==> config.mk <==
export PLATFORM = sky130hd
export DESIGN_NAME = gray2bin_sync
export DESIGN_NICKNAME = d
export VERILOG_FILES = /design/src/rtl/gray2bin_sync.sv
export SDC_FILE = /design/constraint.sdc
export NUM_CORES = 1
export LEC_CHECK = 0
export CAP_MARGIN = 20
export CORE_MARGIN = 2
export CORE_UTILIZATION = 54
export DETAILED_ROUTE_END_ITERATION = 8
export GPL_TIMING_DRIVEN = 0
export MAX_ROUTING_LAYER = met4
export PLACE_DENSITY = 0.89
export SLEW_MARGIN = 10
export SYNTH_ARGS = -nofsm -noshare
export SYNTH_HDL_FRONTEND = slang
export SYNTH_SLANG_ARGS = --single-unit
==> constraint.sdc <==
create_clock -name clk -period 9.8 [get_ports clk]
set_input_delay 1.96 -clock clk [delete_from_list [all_inputs] [get_ports clk]]
set_output_delay 1.96 -clock clk [all_outputs]
set_load 0.01 [all_outputs]
==> src/rtl/gray2bin_sync.sv <==
// Receive side of a gray-coded pointer crossing: synchronises a foreign-domain
// gray pointer, decodes it to binary and flags movement, wrap and illegal jumps.
module gray2bin_sync #(
   parameter int ADDRSIZE    = 8,
   parameter int SYNC_STAGES = 2
) (
   input  logic                clk,
   input  logic                rst_n,
   input  logic [ADDRSIZE-1:0] gray_in,
   input  logic                err_clr,
   output logic [ADDRSIZE-1:0] bin_out,
   output logic                valid,
   output logic                changed,
   output logic                wrap,
   output logic                err_sticky
);

   localparam int FW = $clog2(SYNC_STAGES + 1);
   localparam logic [FW-1:0] FILL_MAX = FW'(SYNC_STAGES);

   logic [ADDRSIZE-1:0] sync [SYNC_STAGES];
   logic [ADDRSIZE-1:0] prev_gray;
   logic [FW-1:0]       fill;

   logic [ADDRSIZE-1:0] s_gray;
   logic [ADDRSIZE-1:0] s_bin;
   logic [ADDRSIZE-1:0] prev_bin;
   logic                multi_bit;

   function automatic logic [ADDRSIZE-1:0] gray2bin(input logic [ADDRSIZE-1:0] g);
      logic [ADDRSIZE-1:0] b;
      b[ADDRSIZE-1] = g[ADDRSIZE-1];
      for (int i = ADDRSIZE - 2; i >= 0; i--) begin
         b[i] = b[i+1] ^ g[i];
      end
      return b;
   endfunction

   always_comb begin
      s_gray    = sync[SYNC_STAGES-1];
      s_bin     = gray2bin(s_gray);
      prev_bin  = gray2bin(prev_gray);
      multi_bit = ($countones(s_gray ^ prev_gray) > 1);
   end

   // NOTE: sequential state uses non-blocking assignments only, so every flop
   // samples pre-edge values regardless of statement order.
   always_ff @(posedge clk or negedge rst_n) begin
      if (!rst_n) begin
         // NOTE: the synchroniser array is reset too; a stale pointer must not
         // survive a mid-operation reset.
         for (int k = 0; k < SYNC_STAGES; k++) begin
            sync[k] <= '0;
         end
         prev_gray  <= '0;
         fill       <= '0;
         bin_out    <= '0;
         valid      <= 1'b0;
         changed    <= 1'b0;
         wrap       <= 1'b0;
         err_sticky <= 1'b0;
      end else begin
         sync[0] <= gray_in;
         for (int k = 1; k < SYNC_STAGES; k++) begin
            sync[k] <= sync[k-1];
         end
         prev_gray <= s_gray;
         bin_out   <= s_bin;

         if (fill != FILL_MAX) begin
            fill <= fill + 1'b1;
         end
         valid <= valid | (fill == FILL_MAX);

         // Checks are gated by the pre-edge valid so the reset-release fill
         // of a nonzero pointer never looks like movement or an illegal jump.
         changed <= valid && (s_gray != prev_gray);
         wrap    <= valid && (prev_bin == '1) && (s_bin == '0);

         if (valid && multi_bit) begin
            err_sticky <= 1'b1;
         end else if (err_clr) begin
            err_sticky <= 1'b0;
         end
      end
   end

endmodule

After elaboration in Yosys (flattened, before gate mapping)
Index checks and enable logic that the tools add are counted.
{ "word_totals": {"elab_cells": 46, "romBits": 0, "latch_bits": 0, "register_bits": 38, "mem_bits_rw": 0, "input_bits": 11, "output_inout_bits": 12, "n_memories": 0} }
{ "op_classes": {"add_sub_neg": 8, "n_reduce_logical": 6, "n_div": 0, "shifts": 0, "n_bitwise": 16, "magnitude_cmp": 1, "mul": 0, "muxes": 2, "n_eq_ne": 4} }
{ "op_table": {"columns": ["op", "count"], "rows": [
  ["XOR 1 bit", 14],
  ["adder 1 x 1 -> 2 bit", 4],
  ["== test 8 bit, second input constant", 1],
  ["zero test 8 bit", 1],
  ["!= test 8 bit", 1],
  ["XOR 8 bit", 1],
  ["adder 2 x 2 -> 3 bit", 2],
  ["adder 3 x 3 -> 4 bit", 1],
  ["> comparator 4 x 1 -> 1 bit, second input constant", 1],
  ["logical AND 1 bit", 4],
  ["adder 2 x 1 -> 2 bit, second input constant", 1],
  ["== test 2 bit, second input constant", 1],
  ["2-to-1 mux 1 bit", 2],
  ["!= test 2 bit, second input constant", 1],
  ["nonzero test 2 bit", 1],
  ["OR 1 bit", 1]
]} }

Depth between registers and ports, before layout
Gate-level depths: netlist of the first run.
{ "depth": {"depth_word": 10, "depth_mapped": 13} }

Least setup slack after synthesis of the first run
Ideal clock, no wire load.
{ "synth_timing": {"path_kind": "reg-to-reg", "from": "register sync, in the netlist s_gray[1]", "to": "register err_sticky", "path_stages_with_launch": 12, "required_ps": 9657, "t_arrival_ps": 3264, "n_path_buf": 0, "synth_period_minus_slack_ps": 3406, "setup_time_ps": 143, "path_slack_ps": 6394, "cell_sequence": "dfrtp_1 -> xnor2_1 -> fa_1 -> fa_1 -> fa_1 -> inv_1 -> ha_1 -> inv_1 -> fa_1 -> nand2_1 -> a2111oi_0 -> o22ai_1"} }
{ "synth_via": {"elab_chain_len": 7, "word_cells_on_any_way": 8, "classes_between": "3 x add/sub; 1 x order compare; 1 x mux; 1 x bitwise; 2 x reduce/logical"} }
{ "synth_lines": {"columns": ["element", "line_no", "rtl"], "rows": [
  ["from (decl)", "21", "logic [ADDRSIZE-1:0] sync [SYNC_STAGES];"],
  ["from (signal, indexed assignment)", "65", "sync[k] <= sync[k-1];"],
  ["XOR 8 bit *", "43", "multi_bit = ($countones(s_gray ^ prev_gray) > 1);"],
  ["adder 1 x 1 -> 2 bit (implied by the code) *", "43", null],
  ["adder 2 x 2 -> 3 bit (implied by the code) *", "43", null],
  ["adder 3 x 3 -> 4 bit (implied by the code) *", "43", null],
  ["> comparator 4 x 1 -> 1 bit *", "43", null],
  ["logical AND 1 bit *", "80", "if (valid && multi_bit) begin"],
  ["2-to-1 mux 1 bit / nonzero test 2 bit (equally long branches)", null, null],
  ["to (signal assigned)", "61", "err_sticky <= 1'b0;"],
  ["to (signal assigned)", "81", "err_sticky <= 1'b1;"],
  ["to (signal assigned)", "83", "err_sticky <= 1'b0;"],
  ["to (decl)", "15", "output logic err_sticky"]
]} }
Every way passes the cells marked *; elsewhere a longest branch is shown, timed or not.
A chain may end at the register's enable or synchronous reset.

Worst setup path in the final report of the first run
{ "layout_timing": {"from": "register sync, in the netlist s_gray[3]", "to": "register err_sticky"} }
The elaborated chain is that of the path after synthesis.

==> out/results.txt, run 1 <==
Vias in the first global route: 841
Pin slew with the least headroom to its limit: 0.763 ns
Post-DP Area: 0.00173 mm2
Die W: 56.3 um
DP HPWL: 1.61 mm
CTS sink count: 37
Max clock buf depth: 2
Internal power: 252 uW
Synth-to-Final Area Change: 21.9%
Commonest non-fill, non-tap cell in the layout: dfrtp_1
H-Tree Depth: 2
Clock-pin slew of the registers on the worst-case setup and hold paths: 0.11 ns
Initial Utilization: 58.0%
Site Rows: 18
Max-slew violations: 0
Largest net degree at the start of global routing: 38
Non-filler cells, final: 163
Leakage power: 0.000857 uW
Clock network power share: 25.3%
Clock Skew: 0.0117 ns
Final instance area: 0.00180 mm2
# fillers: 169
Syn nets: 130
Combinational power share: 25.0%
Final Routed Wirelength: 2.02 mm
Final setup violating endpoints: 0
Total global-route track usage: 15.7%
HP Class: flip-flop to flip-flop
Post-Place Cells: 155
Synth unique cells: 17
RSZ-0062 raised after global routing: false
Nets: 159
Slew HR: 49.1%
PD cells: 193 mW/mm2
Syn avg cell area: 14.3 um2
First-pass GRT wire length: 3.47 mm
Synth Instances: 103
Worst path depth: 11
Delay-heaviest family, CP: adder cells
Overall Power: 346 uW
Final TNS setup: 0 ns
CP Capture Type: flip-flop
Worst EP arrival: 3.89 ns
Final hold vios: 0
TritonCTS Buffers: 5
Post-CTS Hold Fix Bufs: 0
Max cap viols: 0
Routed Antenna Nets: 0
First-pass DRT Iterations: 4
Routability Congestion: 0.799
First DRT Iteration DRCs: 2
Flops & latches, synth: 37
Setup Fix Bufs, Post-CTS: 0
Die area: 0.00317 mm2
Fin crit share: 37.6%
Crit path max fanout: 3
Synth warn: 0
Slowest stage delay, CP: 0.51 ns
Post-synth design cell area: 0.00148 mm2
PostCTS Resize Cnt: 0
Die Height: 56.3 um
Top-level I/O count: 23
Clock period minus worst slack: 3.69 ns
Core Region: 0.00254 mm2
Critical-path cell list: xnor2_1 -> fa_1 -> fa_1 -> fa_1 -> inv_1 -> ha_1 -> inv_1 -> fa_1 -> nand2_1 -> a2111oi_0 -> o22ai_1
Sequential share of the synthesized area: 62.7%
CP Data Required Time: 10.01 ns
Antenna violations before repair: 0
WS Path Type: flip-flop to flip-flop
Status: completed
Highest Clock Rate: 271 MHz
Slowest-stage cell, CP: fa_1
Drc violations: 0
Port bufs: 22
Net switching power figure: 94.5 uW
GR Overflow Total: 0
TritonCTS clock tree: done
Avg WL per Cell: 12.4 um
Most common cell on crit path: fa_1
R2r worst-path depth: 11
Root Buffer: clkbuf_4
Vias/cell: 4.91
Worst IR Drop VDD: 0.000188 V
Most frequent cells in the layout: 37 x dfrtp_1, 21 x clkdlybuf4s50_1, 20 x inv_1
DR vias: 801
Critical Path Start Type: flip-flop
Worst-Skew Late Latency: 0.34 ns
Worst Hold Depth: 0
Worst Path Buf+Inv: 2
N_diodes: 0
Minimum hold slack: 0.358 ns
Share of cells above drive strength 1: 10.5%
Switch share: 27.3%
Flop pwr share: 49.7%
flip-flops by register name, summed over array words and instances, names as in the netlist:
register	cells
bin_out	8
s_gray	8
sync	8
prev_gray	7
fill	2
changed	1
err_sticky	1
valid	1
wrap	1
synthesized netlist by cell type:
cell | instances | area (um2)
nand4_1 | 2 | 12.5
nand3_1 | 1 | 5.00
a2111oi_0 | 1 | 8.76
xnor2_1 | 8 | 70.1
o22ai_1 | 1 | 6.26
or2_2 | 1 | 6.26
ha_1 | 12 | 150
inv_1 | 20 | 75.1
fa_1 | 4 | 80.1
buf_4 | 1 | 7.51
dfrtp_1 | 37 | 926
o41a_1 | 1 | 11.3
xnor2_2 | 3 | 48.8
o21ai_0 | 2 | 10.0
xor2_1 | 4 | 35.0
nor4b_1 | 1 | 8.76
nand2_1 | 4 | 15.0
power groups by stage:
stage	Clock, uW	Sequential, uW	Combinational, uW
3_5_place_dp	0	176	87.7
4_1_cts	91.0	172	88.2
6_report	87.5	172	86.6
3_3_place_gp	0	175	81.2
5_1_grt	96.6	174	97.2
2_1_floorplan	0	179	45.6
per-stage QoR:
stage | setup slack [ns] | utilization, %
after CTS | 6.09 | 70.7
after floorplan | 6.39 | -
after global placement | 6.05 | 68.1
after global routing | 5.95 | 70.7
after detailed placement | 6.08 | 67.9
final | 6.11 | 70.7
layout make-up:
cell class,instances,area (um2),area share [%]
flip-flops and latches,37,926,51.5
repair buffers,22,215,12.0
plain buffers,1,7.51,0.417
clock inverters,1,5.00,0.278
multi-input cells,45,468,26.0
clock buffers,7,65.1,3.62
inverters,20,75.1,4.17
well taps,30,37.5,2.09
cells by family (layout without fill, tap and decap cells):
logic type | after synthesis | in the layout | synth area share [%]
xor gates and xnor gates | 15 | 15 | 10.4
buffers and inverters | 21 | 51 | 5.59
and+or+nand+nor | 9 | 9 | 3.22
DFF | 37 | 37 | 62.7
adders and majority gates | 16 | 16 | 15.6
AOI/OAI and AO/OA | 5 | 5 | 2.46
path summary, 6_finish.rpt:
check,endpoint,slack (ns),start
hold reg to reg,s_gray[0],0.36,sync[8]
hold / removal,s_gray[0],0.36,sync[8]
max in group asynchronous,prev_gray[3],7.62,rst_n
setup reg to reg,err_sticky,6.11,s_gray[3]
setup / recovery,err_sticky,6.11,s_gray[3]
min in group asynchronous,prev_gray[0],1.69,rst_n
layer usage:
| metal | up-vias | GRT usage (%) | routed length [um] |
|---|---|---|---|
| met5 | - | - | 0 |
| met4 | 0 | 7.14 | 31 |
| met3 | 5 | 6.91 | 119 |
| met2 | 21 | 25.5 | 1050 |
| met1 | 397 | 16.5 | 819 |
| li1 | 378 | - | - |
Note: power is estimated with default switching activity, not from simulation.
==> inputs of run 2 (changes only) <==
Settings changed: CORE_UTILIZATION 54 to 52, PLACE_DENSITY 0.89 to 0.87.
Clock period 9.8 ns to 3.8 ns, I/O delays scaled along.
==> out/results.txt, run 2 (synthesis gave the netlist of run 1 again) <==
Status: completed
Clock Skew: 0.0163 ns (+0.00460 ns)
Final setup violating endpoints: 0 (unchanged)
WS Path Type: flip-flop to flip-flop
Clock network power share: 21.4% (-3.9 points)
Largest net degree at the start of global routing: 38 (unchanged)
Post-DP Area: 0.00173 mm2 (about the same)
Port bufs: 22 (unchanged)
Clock-pin slew of the registers on the worst-case setup and hold paths: 0.10 ns (about the same)
Avg WL per Cell: 13.2 um (+6.2%)
Post-CTS Hold Fix Bufs: 0 (unchanged)
R2r worst-path depth: 11 (unchanged)
Crit path max fanout: 3 (unchanged)
Met2 WL post-DR: 1.10 mm (+4.8%)
Share of cells above drive strength 1: 12.8% (+2.3 points)
Nets: 159 (unchanged)
First-pass DRT Iterations: 3 (-1)
Top Metal Used: met4
Overall Power: 887 uW (+160%)
Internal power: 628 uW (+150%)
Root Buffer: clkbuf_4
Most common cell on crit path: fa_1
Final Routed Wirelength: 2.16 mm (+6.9%)
Initial Utilization: 54.0% (-4.0 points)
Worst-Skew Late Latency: 0.33 ns (about the same)
Critical Path Start Type: flip-flop
Top-level I/O count: 23 (unchanged)
Setup WS pre-CTS: -0.0393 ns (-6.12 ns)
Setup Fix Bufs, Post-CTS: 0 (unchanged)
Max clock buf depth: 2 (unchanged)
CP Data Required Time: 3.99 ns (-6.02 ns)
Minimum hold slack: 0.356 ns (-0.00203 ns)
Critical path startpoint: s_gray[1]
Synth-to-Final Area Change: 23.7%
Most frequent cells in the layout: 37 x dfrtp_1, 21 x clkdlybuf4s50_1, 20 x inv_1
Worst IR Drop VDD: 0.000387 V (+110%)
Site Rows: 19 (+1)
Critical-path cell list: xnor2_2 -> fa_1 -> fa_1 -> fa_1 -> inv_1 -> ha_2 -> inv_1 -> fa_1 -> nand2_1 -> a2111oi_4 -> o22ai_1
HP Class: flip-flop to flip-flop
First DRT Iteration DRCs: 22 (+20)
Core Region: 0.00273 mm2 (+7.4%)
Final hold vios: 0 (unchanged)
Routability Congestion: 0.791 (-0.94%)
Antenna violations before repair: 0 (unchanged)
M1 wire length: 946 um (+16%)
R2r endpoint: err_sticky
Commonest non-fill, non-tap cell in the layout: dfrtp_1
Pin slew with the least headroom to its limit: 0.784 ns (+0.0214 ns)
Final TNS setup: 0 ns (unchanged)
Multi-input gate area: 512 um2 (+9.4%)
Switch share: 29.2% (+1.9 points)
Reg area: 926 um2 (unchanged)
Die Height: 57.3 um (+1.8%)
Final instance area: 0.00183 mm2 (+1.5%)
Slew HR: 47.7% (-1.4 points)
Leakage power: 0.000857 uW (about the same)
Slowest-stage cell, CP: fa_1
Met3 Routed Length: 67 um (-44%)
DP HPWL: 1.63 mm (+1.0%)
Drc violations: 0 (unchanged)
Routed Antenna Nets: 0 (unchanged)
CTS sink count: 37 (unchanged)
# fillers: 208 (+23%)
PostCTS Resize Cnt: 1 (+1)
Vias in the first global route: 850 (+1.1%)
Worst Hold Depth: 0 (unchanged)
Net switching power figure: 259 uW (+170%)
N_diodes: 0 (unchanged)
Max cap viols: 0 (unchanged)
Total global-route track usage: 16.3% (+0.61 points)
TritonCTS clock tree: done
Setup slack after layout: 0.207 ns (-5.91 ns)
Worst EP arrival: 3.78 ns (-0.11 ns)
R2r setup slk: 0.21 ns (-5.91 ns)
PD cells: 485 mW/mm2 (+150%)
Slowest stage delay, CP: 0.50 ns (about the same)
CP Capture Type: flip-flop
GR Overflow Total: 0 (unchanged)
CP endpoint: err_sticky
DR vias: 775 (-3.2%)
RSZ-0062 raised after global routing: false
Die area: 0.00328 mm2 (+3.6%)
Highest Clock Rate: 278 MHz (+2.6%)
Flop pwr share: 50.3% (+0.6 points)
Fin crit share: 94.6% (+57 points)
H-Tree Depth: 2 (unchanged)
Combinational power share: 28.3% (+3.3 points)
Die W: 57.3 um (+1.8%)
Clock period minus worst slack: 3.59 ns (-0.0933 ns)
TritonCTS Buffers: 5 (unchanged)
Vias/cell: 4.73 (-3.8%)
First-pass GRT wire length: 3.73 mm (+7.6%)
Max-slew violations: 0 (unchanged)
Worst r2r src: s_gray[1]
## run 2: worst min path at each step
stage | from | endpoint | slack [ns]
6_report | sync[9] | s_gray[1] | 0.36
4_1_cts | sync[9] | s_gray[1] | 0.36
3_5_place_dp | sync[9] | s_gray[1] | 0.33
2_1_floorplan | sync[8] | s_gray[0] | 0.33
5_1_grt | sync[9] | s_gray[1] | 0.37
3_3_place_gp | sync[13] | s_gray[5] | 0.33
## run 2: routing by layer
layer | track usage (%) | vias to the layer above
met2 | 22.5 | 15
li1 | - | 374
met4 | 10.6 | 0
met3 | 5.67 | 4
met1 | 20.5 | 382
met5 | - | -
## run 2: metrics by stage
stage / cells / util (%)
after floorplan: 103 / -
after global placement: 156 / 63.5
after detailed placement: 156 / 63.3
after CTS: 164 / 65.3
after global routing: 164 / 66.8
final: 164 / 66.8
## run 2: cell type report
cell class	count	share of cell area (%)
Sequential cell	37	50.7
Multi-Input combinational cell	45	28.0
Timing Repair Buffer	22	11.8
Inverter	20	4.11
Clock buffer	7	2.47
Tap cell	31	2.12
Clock inverter	1	0.411
Buffer	1	0.411
## run 2: worst max-delay path: cells and delay by family (launching register included)
kind,cells,cell delay [ns]
XOR/XNOR,1,0.23
AO/OA/AOI/OAI,2,0.43
adder cells (fa/ha/maj),5,2.11
buffers and inverters,2,0.13
flip-flops,1,0.45
AND/OR/NAND/NOR,1,0.10
## run 2: power groups by stage
stage / Clock (uW) / Combinational, uW / Sequential, uW
final: 190 / 251 / 446
after global routing: 218 / 285 / 450
after CTS: 201 / 229 / 445
after detailed placement: 0 / 226 / 453
after global placement: 0 / 210 / 452
after floorplan: 0 / 118 / 463
==> edit: new RTL, flow settings as in run 1 <==
The output `bin_out` loses its register stage (`bin_out` becomes a continuous assignment).
--- a/src/rtl/gray2bin_sync.sv
+++ b/src/rtl/gray2bin_sync.sv
@@ -56,3 +56,2 @@
          fill       <= '0;
-         bin_out    <= '0;
          valid      <= 1'b0;
@@ -67,3 +66,2 @@
          prev_gray <= s_gray;
-         bin_out   <= s_bin;
 
@@ -87,2 +85,4 @@
 
+   assign bin_out = s_bin;
+
 endmodule
Check against the original RTL: not equivalent (Yosys sat finds a counterexample within 4 cycles, from zero or initial values and one cycle with rst_n low).
==> edit against run 1 <==
Routed wire length shrank 0.40%. Final area shrank 8.1%. Synthesized area shrank 12%. Setup slack lost 1800 ps. Core utilization grew 2.6 points. Clock power is essentially flat. Sequential cell count shrank 7. First-iteration DRC count grew to 7.5 times the old value. Critical path depth grew 1. Maximum frequency shrank 32%. Count of clock-buffer cells in the layout grew 1. Power shrank 10%. Critical endpoint is now bin_out[0].
==> edit: results (changes against run 1) <==
===========================================================================
Worst VDD drop                                                     0.147 mV   -22%
Maximum number of pins on one net before global-route repair             18   -53%
Sequential cell power                                                134 uW   -22%
Non-clock buffer share of cell area                                   0.147   +0.0231
Via count normalized by instance count                                 4.88   -0.73%
Filler Cell Count                                                       161   -4.7%
Crit-path slowest cell                                         sky130_fd_sc_hd__clkdlybuf4s50_1
Clock group                                                         87.4 uW   about the same
DRT Wirelength                                                      2020 um   -0.40%
Post-Syn Area per Cell                                           13.4 sq um   -6.2%
Vias in the first global route                                          817   -2.9%
Post-synth net total                                                    124   -4.6%
Status                                                         finished, final reports clean
Synth cell types                                                         18   +1
Dpl hpwl                                                            1630 um   +1.0%
Placer Congestion                                                     0.799   about the same
Clock buffer cells                                                        8   +1
Top post-synthesis cells by count                              30 x sky130_fd_sc_hd__dfrtp_1, 20 x sky130_fd_sc_hd__inv_1, 12 x sky130_fd_sc_hd__ha_1
Wire length of the first global-routing pass                        3530 um   +1.6%
Int Pwr                                                              224 uW   -11%
Standard cell area after detailed placement                      1570 sq um   -9.0%
Final #Nets                                                             154   -3.1%
Net switching share of the total power                                0.277   +0.00405
Worst setup skew after layout                                       9.54 ps   -2.13 ps
Area occupied by registers                                        751 sq um   -19%
Global routing usage on met3                                         0.0734   +0.00432
Main area contributors after synthesis                         sky130_fd_sc_hd__dfrtp_1 58%, sky130_fd_sc_hd__ha_1 12%, sky130_fd_sc_hd__fa_1 6.1%, sky130_fd_sc_hd__inv_1 5.8%, sky130_fd_sc_hd__xnor2_1 5.4%
Worst path max stage delay                                           540 ps   +30 ps
Met3 routed WL                                                       107 um   -10%
Total global routing track utilization                                0.198   +0.0408
Max-slew headroom                                                     0.566   +0.0741
Layout cell share with drive strength beyond 1                        0.109   +0.00411
Non-Clock Buffer Count                                                   24   +4.3%
Global-route track usage on met1                                      0.208   +0.0434
Pre-CTS WS                                                          4750 ps   -1330 ps
Met2 track utilization from global routing                            0.315   +0.0591
Initial antenna violation count                                           0   unchanged
Critical path fanouts, max                                                4   +1
Multi-input combinational area share                                  0.285   +0.0245
Wl on met1                                                           717 um   -12%
===========================================================================
## edit: cell types whose count changed after synthesis, sizes merged
cell,delta
nand4,-1
nor3,+1
nor4b,-1
dfrtp,-7
nand2,+1
nand4b,+1
## edit: cells by family after synthesis
kind of cell,after synthesis,share of synthesized area
adders and majority gates,16,0.177
AOI/OAI and AO/OA,5,0.0278
buffers and inverters,21,0.0633
DFF,30,0.576
and+or+nand+nor,10,0.0384
xor gates and xnor gates,15,0.118
## edit: worst paths after layout
kind                                      from                     end  slack (ps)  cells after the start
setup / recovery           s_gray[7]$_DFF_PN0_              bin_out[0]        4340                     12
hold / removal              sync[14]$_DFF_PN0_     s_gray[6]$_DFF_PN0_         350                      0
setup reg to reg           s_gray[1]$_DFF_PN0_  err_sticky$_DFFE_PN0P_        6160                     11
hold reg to reg             sync[14]$_DFF_PN0_     s_gray[6]$_DFF_PN0_         350                      0
max in group asynchronous                rst_n  prev_gray[3]$_DFF_PN0_        7240                      2
min in group asynchronous                rst_n          wrap$_DFF_PN0_        2030                      1
